==> src/rtl/iiitb_vm_pkg.sv <==
// Shared codes, denominations and state encoding for the vending controller.
package iiitb_vm_pkg;

  localparam logic [1:0] COIN_NONE = 2'd0;
  localparam logic [1:0] COIN_5    = 2'd1;
  localparam logic [1:0] COIN_10   = 2'd2;
  localparam logic [1:0] COIN_BAD  = 2'd3;

  localparam logic [1:0] ITEM_A = 2'd1;
  localparam logic [1:0] ITEM_B = 2'd2;

  localparam int unsigned DENOM_5  = 5;
  localparam int unsigned DENOM_10 = 10;

  typedef enum logic [1:0] {
    StIdle,
    StCollect,
    StVend,
    StChange
  } state_e;

endpackage

==> src/rtl/iiitb_vm_timeout.sv <==
// Idle-cycle counter; expired flags the TIMEOUT-th consecutive enabled cycle.
module iiitb_vm_timeout #(
  parameter int unsigned TIMEOUT = 100
) (
  input  logic clk,
  input  logic rst,
  input  logic en,
  input  logic clr,
  output logic expired
);

  localparam int unsigned CW = $clog2(TIMEOUT + 1);

  logic [CW-1:0] r_cnt;

  always_ff @(posedge clk) begin
    if (rst || clr) begin
      r_cnt <= '0;
    end else if (en) begin
      r_cnt <= r_cnt + CW'(1);
    end
  end

  assign expired = en && (r_cnt == CW'(TIMEOUT - 1));

endmodule

==> src/rtl/iiitb_vm_ctrl.sv <==
// Purchase sequencer: coin collection, priced selection, dispense handshake and
// coin-by-coin change return.
module iiitb_vm_ctrl
  import iiitb_vm_pkg::*;
#(
  parameter int unsigned PRICE_A  = 15,
  parameter int unsigned PRICE_B  = 20,
  parameter int unsigned TIMEOUT  = 100,
  parameter int unsigned CREDIT_W = 6
) (
  input  logic                clk,
  input  logic                rst,
  input  logic [1:0]          in,
  input  logic [1:0]          sel,
  input  logic                sel_valid,
  input  logic                cancel,
  input  logic                disp_ready,
  output logic                disp_valid,
  output logic [1:0]          disp_item,
  input  logic                chg_ready,
  output logic                chg_valid,
  output logic [1:0]          chg_coin,
  output logic [CREDIT_W-1:0] credit,
  output logic                reject,
  output logic                busy
);

  localparam int unsigned CMAX = ((2 ** CREDIT_W - 1) / 5) * 5;
  localparam int unsigned SW   = CREDIT_W + 1;

  state_e                r_state, w_state_d;
  logic [CREDIT_W-1:0]   r_credit, w_credit_d;
  logic [1:0]            r_disp_item, w_disp_item_d;
  logic                  r_reject, w_reject_d;

  logic [CREDIT_W-1:0]   w_coin_val, w_price, w_chg_val;
  logic                  w_coin_present, w_coin_good, w_coin_fits, w_sel_ok;
  logic                  w_to_en, w_to_clr, w_to_expired;

  always_comb begin
    w_coin_val = '0;
    if (in == COIN_5)  w_coin_val = CREDIT_W'(DENOM_5);
    if (in == COIN_10) w_coin_val = CREDIT_W'(DENOM_10);
  end

  assign w_coin_present = (in != COIN_NONE);
  assign w_coin_good    = (in == COIN_5) || (in == COIN_10);
  assign w_coin_fits    = ({1'b0, r_credit} + {1'b0, w_coin_val}) <= SW'(CMAX);
  assign w_price        = (sel == ITEM_A) ? CREDIT_W'(PRICE_A) : CREDIT_W'(PRICE_B);
  assign w_sel_ok       = sel_valid && ((sel == ITEM_A) || (sel == ITEM_B)) &&
                          (r_credit >= w_price);
  // Largest coin that never overdraws credit (credit is always a multiple of 5).
  assign w_chg_val      = (r_credit >= CREDIT_W'(DENOM_10)) ? CREDIT_W'(DENOM_10)
                                                             : CREDIT_W'(DENOM_5);

  assign w_to_en  = (r_state == StCollect) && !w_coin_present && !sel_valid && !cancel;
  assign w_to_clr = !w_to_en;

  iiitb_vm_timeout #(
    .TIMEOUT(TIMEOUT)
  ) u_timeout (
    .clk    (clk),
    .rst    (rst),
    .en     (w_to_en),
    .clr    (w_to_clr),
    .expired(w_to_expired)
  );

  always_comb begin
    w_state_d     = r_state;
    w_credit_d    = r_credit;
    w_disp_item_d = r_disp_item;
    w_reject_d    = (in == COIN_BAD);
    unique case (r_state)
      StIdle: begin
        if (w_coin_good) begin
          if (w_coin_fits) begin
            w_credit_d = r_credit + w_coin_val;
            w_state_d  = StCollect;
          end else begin
            w_reject_d = 1'b1;
          end
        end
      end
      StCollect: begin
        if (cancel) begin
          w_reject_d = w_coin_present;
          w_state_d  = StChange;
        end else if (w_coin_present) begin
          if (w_coin_good && w_coin_fits) begin
            w_credit_d = r_credit + w_coin_val;
          end else begin
            w_reject_d = 1'b1;
          end
        end else if (w_sel_ok) begin
          w_credit_d    = r_credit - w_price;
          w_disp_item_d = sel;
          w_state_d     = StVend;
        end else if (w_to_expired) begin
          w_state_d = StChange;
        end
      end
      StVend: begin
        w_reject_d = w_coin_present;
        if (disp_ready) begin
          w_state_d = (r_credit == '0) ? StIdle : StChange;
        end
      end
      StChange: begin
        w_reject_d = w_coin_present;
        if (chg_ready) begin
          w_credit_d = r_credit - w_chg_val;
          if (r_credit == w_chg_val) w_state_d = StIdle;
        end
      end
      default: w_state_d = StIdle;
    endcase
  end

  always_ff @(posedge clk) begin
    if (rst) begin
      r_state     <= StIdle;
      r_credit    <= '0;
      r_disp_item <= COIN_NONE;
      r_reject    <= 1'b0;
    end else begin
      r_state     <= w_state_d;
      r_credit    <= w_credit_d;
      r_disp_item <= w_disp_item_d;
      r_reject    <= w_reject_d;
    end
  end

  assign disp_valid = (r_state == StVend);
  assign disp_item  = r_disp_item;
  assign chg_valid  = (r_state == StChange);
  assign chg_coin   = !chg_valid ? COIN_NONE :
                      (r_credit >= CREDIT_W'(DENOM_10)) ? COIN_10 : COIN_5;
  assign credit     = r_credit;
  assign reject     = r_reject;
  assign busy       = (r_state != StIdle);

endmodule

==> config.mk <==
export PLATFORM = sky130hd
export DESIGN_NAME = iiitb_vm_ctrl
export DESIGN_NICKNAME = d
export VERILOG_FILES = /design/src/rtl/iiitb_vm_pkg.sv /design/src/rtl/iiitb_vm_timeout.sv /design/src/rtl/iiitb_vm_ctrl.sv
export SDC_FILE = /design/constraint.sdc
export NUM_CORES = 1
export LEC_CHECK = 0
export BUFFER_PORTS_ARGS = -buffer_cell sky130_fd_sc_hd__buf_2
export CORE_MARGIN = 2
export CORE_UTILIZATION = 40
export DETAILED_ROUTE_END_ITERATION = 8
export REMOVE_ABC_BUFFERS = 1
export SETUP_SLACK_MARGIN = 0.3
export SYNTH_ARGS = -nofsm -noshare
export SYNTH_HDL_FRONTEND = slang
export SYNTH_SLANG_ARGS = --single-unit
==> constraint.sdc <==
create_clock -name clk -period 4.4 [get_ports clk]
set_input_delay 1.1 -clock clk [delete_from_list [all_inputs] [get_ports clk]]
set_output_delay 1.1 -clock clk [all_outputs]
set_load 0.01 [all_outputs]
# Word level (Yosys, flattened, before mapping)
# Cells that the tools add are included.
dict set report op_classes {
  bitwise_logic 2
  n_mux 31
  n_addsub 5
  reduce_logical 23
  n_lt_le_gt_ge 3
  eq_ne 20
}
# op n
set ops {}
lappend ops {{6-bit two-way mux} 8}
lappend ops {{2-bit two-way mux} 12}
lappend ops {{6-bit case mux with 3 select lines} 1}
lappend ops {{7-bit AND reduction} 2}
lappend ops {{2-bit == test, second input constant} 5}
lappend ops {{2-bit != test, second input constant} 5}
lappend ops {{2-bit case mux with 4 select lines} 1}
lappend ops {{6-bit by 6-bit adder with 7-bit output} 1}
lappend ops {{7-bit by 1-bit adder with 7-bit output, second input constant} 1}
lappend ops {{7-bit == test, second input constant} 1}
lappend ops {{7-bit by 6-bit <= comparator with 1-bit output, second input constant} 1}
lappend ops {{1-bit logical AND} 7}
lappend ops {{6-bit adder} 1}
lappend ops {{2-bit by 1-bit == test with 1-bit output, second input constant} 3}
lappend ops {{6-bit by 4-bit == test with 1-bit output} 1}
lappend ops {{6-bit by 4-bit greater-or-equal comparator with 1-bit output, second input constant} 1}
lappend ops {{6-bit by 5-bit greater-or-equal comparator with 1-bit output} 1}
lappend ops {{6-bit logical NOT} 1}
lappend ops {{3-bit != test, second input constant} 2}
lappend ops {{6-bit by 4-bit subtractor with 6-bit output} 1}
lappend ops {{6-bit by 5-bit subtractor with 6-bit output} 1}
lappend ops {{1-bit two-way mux} 5}
lappend ops {{5-bit two-way mux} 1}
lappend ops {{1-bit logical NOT} 4}
lappend ops {{other kinds (13)} 17}
dict set report totals {
  output_inout_bits 14
  word_cells 89
  in_bits 10
  register_bits 18
}

# Depth between registers and ports, before layout
# Gate-level depths: netlist of run 1.
dict set report depth {
  depth_word 11
  depth_mapped 14
  depth_no_buf 13
}

# Cells and area by module
# From an unflattened synthesis of run 1, not the netlist that was laid out.
dict set report unflattened {
  hier_cells 246
  hier_area_um2 1914.3
}
# mod instances area_each_um2 seq_area_each_um2 cells_each
set modules_own_cells {}
lappend modules_own_cells {iiitb_vm_ctrl 1 1611.5 220.2 212}
lappend modules_own_cells {iiitb_vm_timeout 1 302.8 140.1 34}

# Worst setup path before layout of run 1
# Ideal clock, no wire load.
dict set report synth_path {
  kind {input -> register}
  startpoint {in in[0]}
  endpoint {reg r_credit[2] (netlist: credit[2])}
  t_required_ps 4279
  path_stages 13
  setup_time_ps 121
  path_buffers 2
  path_slack_ps 807
  arrival_time_ps 3472
  cell_sequence {inv_1 ha_1 buf_6 xor2_1 ha_1 a21o_1 a21oi_2 nor4b_1 a2bb2oi_2 a311oi_2 a21o_1 buf_6 mux2_4}
}
dict set report synth_between {
  elab_chain_cells 8
  elab_cells_between_ends 21
  cone_classes {add/sub: 2; order compare: 1; eq/ne: 6; mux: 8; reduce/logical: 4}
}
# element line
set synth_rtl {}
lappend synth_rtl {{from (decl)} iiitb_vm_ctrl.sv:13} ;# input logic [1:0] in,
lappend synth_rtl {{2-bit by 1-bit == test with 1-bit output} {iiitb_vm_ctrl.sv:42, iiitb_vm_ctrl.sv:47}}
lappend synth_rtl {{3-bit two-way mux} iiitb_vm_ctrl.sv:42} ;# if (in == COIN_5) w_coin_val = CREDIT_W'(DENOM_5);
lappend synth_rtl {{6-bit two-way mux} iiitb_vm_ctrl.sv:43} ;# if (in == COIN_10) w_coin_val = CREDIT_W'(DENOM_10);
lappend synth_rtl {{6-bit by 6-bit adder with 7-bit output / 6-bit adder (equally long branches)} {iiitb_vm_ctrl.sv:48, iiitb_vm_ctrl.sv:78, iiitb_vm_ctrl.sv:91}}
lappend synth_rtl {{7-bit by 6-bit <= comparator with 1-bit output / 6-bit two-way mux (equally long branches)} {iiitb_vm_ctrl.sv:48, iiitb_vm_ctrl.sv:90}}
lappend synth_rtl {{1-bit logical AND / 6-bit two-way mux (equally long branches)} {iiitb_vm_ctrl.sv:90, iiitb_vm_ctrl.sv:89}}
lappend synth_rtl {{3-bit by 2-bit != test with 1-bit output (no line) / 6-bit two-way mux (equally long branches)} n/a}
lappend synth_rtl {{7-bit AND reduction (no line) / 6-bit case mux with 3 select lines (equally long branches)} n/a}
lappend synth_rtl {{to (signal assigned)} iiitb_vm_ctrl.sv:128} ;# r_credit <= w_credit_d;
lappend synth_rtl {{to (decl)} iiitb_vm_ctrl.sv:32} ;# logic [CREDIT_W-1:0] r_credit, w_credit_d;
# Several ways; a longest one is shown, not always the timed one. The select of a mux whose other input is x is not followed.
# A chain may end at the register's enable or synchronous reset.

# Worst setup path in the final report of run 1
dict set report layout_path {
  startpoint {in in[1]}
  endpoint {reg r_credit[2] (netlist: credit[2])}
}
# Same word-level chain as after synthesis.

==> results of run 1 <==
[cells by family after synthesis]
| group | after synthesis | synth area share, % |
|---|---|---|
| flip-flops | 18 | 18.2 |
| AO/OA/AOI/OAI | 68 | 25.4 |
| buffers and inverters | 28 | 6.64 |
| multiplexers | 8 | 4.62 |
| XOR/XNOR | 16 | 7.08 |
| AND/OR/NAND/NOR | 90 | 24.7 |
| adder cells (fa/ha/maj) | 20 | 13.4 |
[flip-flops by register name, summed over array words and instances, names as in the netlist]
name             count
r_state              2
disp_item            2
credit               6
u_timeout.r_cnt      7
reject               1
[metrics by stage]
| stage | setup WS, ns | total power (W) | cells | utilization [%] |
|---|---|---|---|---|
| after CTS | 0.745 | 0.000959 | 334 | 46.1 |
| final | 0.717 | 0.000959 | 334 | 46.1 |
| after global placement | 0.538 | 0.000824 | 330 | 45.0 |
| after floorplan | 0.697 | 0.000663 | 236 | - |
| after global routing | 0.501 | 0.00104 | 334 | 46.1 |
| after detailed placement | 0.481 | 0.000820 | 330 | 45.0 |
[where the power goes]
part | switching (W) | leakage, nW | internal, W
registers | 0.0000574 | 0.146 | 0.000186
logic | 0.000329 | 0.797 | 0.000252
clock network | 0.0000547 | 0.0288 | 0.0000795
[how the worst max path moves through the flow]
stage,end,slack (ns),cells past startpoint,startpoint
6_report,credit[2]$_SDFFE_PP0P_,0.72,12,in[1]
5_1_grt,credit[4]$_SDFFE_PP0P_,0.50,12,in[1]
3_3_place_gp,credit[4]$_SDFFE_PP0P_,0.54,12,in[1]
2_1_floorplan,credit[2]$_SDFFE_PP0P_,0.70,11,in[0]
4_1_cts,credit[4]$_SDFFE_PP0P_,0.74,12,in[1]
3_5_place_dp,credit[4]$_SDFFE_PP0P_,0.48,12,in[1]
[metal layers]
metal	routed length (um)	track usage, %	part of all wire (%)	up-vias
met3	311	2.71	6.2	2
met1	2270	27.2	45	851
li1	-	-	-	943
met2	2380	31.4	48	54
met4	25	4.17	0.50	0
met5	0	0	0	-
[final cells by class]
type	instances	area [um2]	share of cell area [%]
inverter	16	62.6	2.85
multi-input combinational	202	1490	67.8
clock buffer	4	55.1	2.51
tap	67	83.8	3.82
sequential	18	360	16.4
timing repair buffer	27	145	6.62
[worst max-delay path: cells and delay by family]
family	cells	cell delay (ns)
multiplexers	1	0.33
adder cells (fa/ha/maj)	3	0.68
buffers and inverters	2	0.17
AND/OR/NAND/NOR	1	0.31
AO/OA/AOI/OAI	5	1.22
[cell usage in the layout, fill, tap and decap left out, types with 2 or more instances in the layout]
cell	netlist	final
nor2_1	29	29
buf_2	1	23
ha_1	18	18
dfxtp_1	18	18
a21oi_1	15	15
nand2_1	14	14
inv_1	13	13
o21ai_0	13	13
xnor2_1	9	9
xor2_1	7	7
nor2b_1	7	7
nand3_1	7	7
nand2b_1	6	6
mux2i_1	5	5
a31oi_1	5	5
and3_1	4	4
a211oi_1	4	4
clkbuf_8	0	4
buf_4	0	4
a21o_1	3	3
or2_2	2	2
and4_1	2	2
and2b_1	2	2
nor4b_1	2	2
o211ai_1	2	2
nor3_1	2	2
nor4_1	2	2
o311a_1	2	2
o31ai_1	2	2
a221oi_1	2	2
mux2_4	2	2
fa_1	2	2
==> flow_metrics.tcl, run 1 <==
set metrics [dict create \
    power_density_nw_per_um2 437 \
    fin_worst_skew_ns 0.00220 \
    wl_um 4990 \
    r2r_start "credit[2]$_SDFFE_PP0P_" \
    r2r-end "r_state[0]$_SDFFE_PP0P_" \
    synth.distinct_cells 67 \
    synth_seq_cells 18 \
    p_leak_nw 0.972 \
    seq_area_frac_synth_pct 18.2 \
    slew_headroom_pct 61.1 \
    crit_top_cell "ha_1" \
    end_kind "flop" \
    yosysTopAreaCellShare_pct 18.2 \
    grt_usage_pct 19.3 \
    synth_enable_flop_cells 0 \
    postCtsHoldBufs 0 \
    cts_tree "yes" \
    post_cts_buffers 0 \
    async_reset_ff_share_pct 0 \
    cts_buffer_depth 2 \
    min_path_type "reg -> reg" \
    worstRegToRegCells 11 \
    routabilityCongestion 0.888 \
    final_nets 298 \
    detail-route-antenna-nets 0 \
    worst_pin_slew_ns 0.583 \
    grt_pass1_vias 1736 \
    path_class "in -> reg" \
    r2r_slack_ns 1.33 \
    avgViaCountPerCell 5.54 \
    clk_pin_slew_worst_paths_ns 0.07 \
    wl_per_cell_um 14.9 \
    hpwl_um 3790 \
    clock_latency_ns 0.25 \
    worstPathArrival_ns 3.83 \
    fp-row-count 25 \
    synth_cells 248 \
    coreArea_um2 4750 \
    hold_viol 0 \
    drive_above_1_share_pct 18.4 \
    max_freq_mhz 272 \
    max-vdd-ir-drop_mv 0.193 \
    status "complete, no violations" \
    gr-total-overflow 0 \
    cts_root_buf "clkbuf_8" \
    synthToLayoutAreaGrowth_pct 10.9 \
    placed_cell_area_um2 2140 \
    drtIter0Drc 105 \
    grt_pass1_wl_um 8340 \
    final_area_um2 2190 \
    min_from "u_timeout.r_cnt[0]$_SDFFE_PP0P_" \
    post_cts_resized 0 \
    crit_required_ns 4.54 \
    cts_buffers 3 \
    drc 0 \
    cp_cell_sequence "buf_2 > inv_1 > ha_1 > ha_1 > ha_1 > a21o_1 > a21oi_2 > nor4b_1 > a2bb2oi_2 > a311oi_2 > a21o_1 > mux2_4" \
    grt_max_degree 20 \
    start_kind "input port" \
    holdWs_ns 0.445 \
    start_util_pct 41.6 \
    port_buffers 23 \
    ioPinCount 24 \
    die_area_um2 5520 \
    synth_most_common_cell "nor2_1" \
    setup_violations 0 \
    die_w_um 74.3 \
    antennaDiodeCount 0 \
    syn_area_um2 1980 \
    drv_cap 0 \
    whs_endpoint "u_timeout.r_cnt[0]$_SDFFE_PP0P_" \
    synth_area_leaders "dfxtp_1 (18%), ha_1 (11%), nor2_1 (5.5%)" \
    critPathSlowestCell "a311oi_2" \
    rsz0062_at_grt "no" \
    cp_slowest_stage_delay_ns 0.37 \
    ys_warn_count 0 \
    vias 1850 \
    cts_max_level 1 \
    path_max_fanout 6 \
    avgSynthCellArea_um2 7.98 \
    ys.flop_type "dfxtp_1" \
    hold_depth 1 \
    fin_crit_ns 3.68 \
    synth_top_cell_by_area "dfxtp_1" \
    nFillCells 510 \
    grt_antenna_before_repair 0 \
    fin_crit_sh_pct 83.7 \
    dieHeight_um 74.3 \
    cts.sinks 18 \
    slew_violations 0 \
    finalSetupTns_ns 0 \
    synthTopCellsByCount "nor2_1 (29), dfxtp_1 (18), ha_1 (18)" \
    dr.pass1.iters 4 \
]
Note: power is estimated with default switching activity, not from simulation.
==> run 2, diff against run 1 <==
Clock period 4.4 ns to 3.57 ns, I/O delays scaled along.
==> run 2 against run 1 <==
  * Sequential share of layout area down 0.86 points
  * Die area unchanged
  * Clock skew up 0.0059 ns
  * Clock-buffer cell count down 1
  * Cell count up 3.3%
  * Non-clock buffer count up 12
  * First-iteration DRC count down 13%
  * Worst hold slack worse by 0.0037 ns
  * Critical endpoint is now r_state[0]$_SDFFE_PP0P_
  * Largest power group unchanged
  * Critical path depth up 1
  * Clock power up 4%
  * Flip-flop and latch count unchanged
==> flow_metrics.tcl, run 2 (synthesis gave the netlist of run 1 again) <==
set metrics [dict create \
    status "complete, no violations" \
    regMostFlops "u_timeout.r_cnt" \
    setup_violations 0 \
    cts_root_buf "clkbuf_8" \
    drc 0 \
    grt_pass1_vias 1802 \
    hold_viol 0 \
    grt_max_degree 18 \
    end_kind "flop" \
    grt_antenna_before_repair 0 \
    start_util_pct 41.6 \
    drive_above_1_share_pct 25.2 \
    cp_cell_sequence "buf_2 > inv_1 > ha_2 > ha_2 > buf_4 > nor2b_1 > o211ai_1 > and2b_2 > mux2i_2 > a311oi_2 > buf_4 > or3b_4 > a221oi_2" \
    cts_max_level 1 \
    drtIter0Drc 91 \
    fin_crit_ns 3.17 \
    seqCellArea_um2 360 \
    coreArea_um2 4750 \
    cp_num_buf_inv 4 \
    hpwl_um 4080 \
    cts_buffers 3 \
    cts.sinks 18 \
    rsz0062_at_grt "no" \
    clock_latency_ns 0.25 \
    port_buffers 23 \
    routabilityCongestion 0.890 \
    synthToLayoutAreaGrowth_pct 17.0 \
    detail-route-antenna-nets 0 \
    final_nets 310 \
    max-vdd-ir-drop_mv 0.261 \
    start_kind "input port" \
    p_leak_nw 1.02 \
    slew_violations 0 \
    worstPathArrival_ns 3.34 \
    nFillCells 490 \
    cts_buffer_depth 2 \
    path_max_fanout 5 \
    cts_tree "yes" \
    die_area_um2 5520 \
    finalSetupTns_ns 0 \
    fin_worst_skew_ns 0.00805 \
    fin_crit_sh_pct 88.7 \
    wl_per_cell_um 15.3 \
    dieHeight_um 74.3 \
    mostFrequentLayoutCells "nor2_1 (29), buf_2 (23), dfxtp_1 (18)" \
    final_common_cell "nor2_1" \
    avgViaCountPerCell 5.57 \
    drv_cap 0 \
    crit_required_ns 3.74 \
    wl_um 5270 \
    grt_usage_pct 19.9 \
    critPathSlowestCell "or3b_4" \
    clk_pin_slew_worst_paths_ns 0.07 \
    gr-total-overflow 0 \
    min_path_type "reg -> reg" \
    grt_pass1_wl_um 8580 \
    vias 1923 \
    antennaDiodeCount 0 \
    max_freq_mhz 316 \
    cpLargestDelayFamily "simple AND/OR/NAND/NOR gates" \
    die_w_um 74.3 \
    cp_slowest_stage_delay_ns 0.38 \
    slew_headroom_pct 63.4 \
    multiInputGateArea_um2 1530 \
    ioPinCount 24 \
    worst_pin_slew_ns 0.548 \
    holdWs_ns 0.441 \
    utilization_pct 48.7 \
    fp-row-count 25 \
    largest_register_ffs 7 \
    power_density_nw_per_um2 525 \
    path_class "in -> reg" \
    dr.pass1.iters 4 \
]
run 2: changes by cell type in the layout (fill, tap and decap cells not counted), moves of 2 or more:
cell | before | now
buf_4 | 4 | 16
ha_1 | 18 | 15
ha_2 | 0 | 3
nor4b_1 | 2 | 0
nor4b_2 | 1 | 3
run 2: per-stage QoR:
stage	area [um2]	setup WS [ns]	total power (W)	cells
final	2310	0.404	0.00121	345
after detailed placement	2210	0.0868	0.00105	340
after global routing	2310	0.241	0.00132	345
after floorplan	1910	0.0741	0.000818	236
after global placement	2210	0.0862	0.00106	340
after CTS	2250	0.345	0.00120	343
run 2: repair_timing:
item,4_1_cts,5_1_grt
endpoints found under the setup margin,0,6
hold buffers,0,0
setup buffers,0,2
gates resized for setup,0,12
hold endpoints to repair,0,0
run 2: final timing paths:
kind	start	to	slack, ns	cells after the start
setup / recovery	in[1]	r_state[0]$_SDFFE_PP0P_	0.40	13
hold / removal	u_timeout.r_cnt[0]$_SDFFE_PP0P_	u_timeout.r_cnt[0]$_SDFFE_PP0P_	0.44	1
setup reg to reg	credit[3]$_SDFFE_PP0P_	r_state[0]$_SDFFE_PP0P_	0.75	10
hold reg to reg	u_timeout.r_cnt[0]$_SDFFE_PP0P_	u_timeout.r_cnt[0]$_SDFFE_PP0P_	0.44	1
run 2: per-layer routing:
layer  up-vias  routed length [um]  GRT usage, %
met2        55                2480          32.0
met5         -                   0             0
met1       901                2520          28.8
met4         0                  57          3.57
met3         6                 209          2.98
li1        961                   -             -
run 2: area by class of cell:
type	instances	share of cell area, %
clock buffer	3	1.78
timing repair buffer	39	10.2
tap	67	3.62
inverter	16	2.70
multi-input combinational	202	66.2
sequential	18	15.6
run 2: power breakdown:
part           leakage, nW  internal (W)  switching [W]
Combinational        0.848      0.000349       0.000444
Sequential           0.146      0.000229      0.0000546
Clock               0.0216     0.0000748      0.0000637
Total                 1.02      0.000652       0.000562
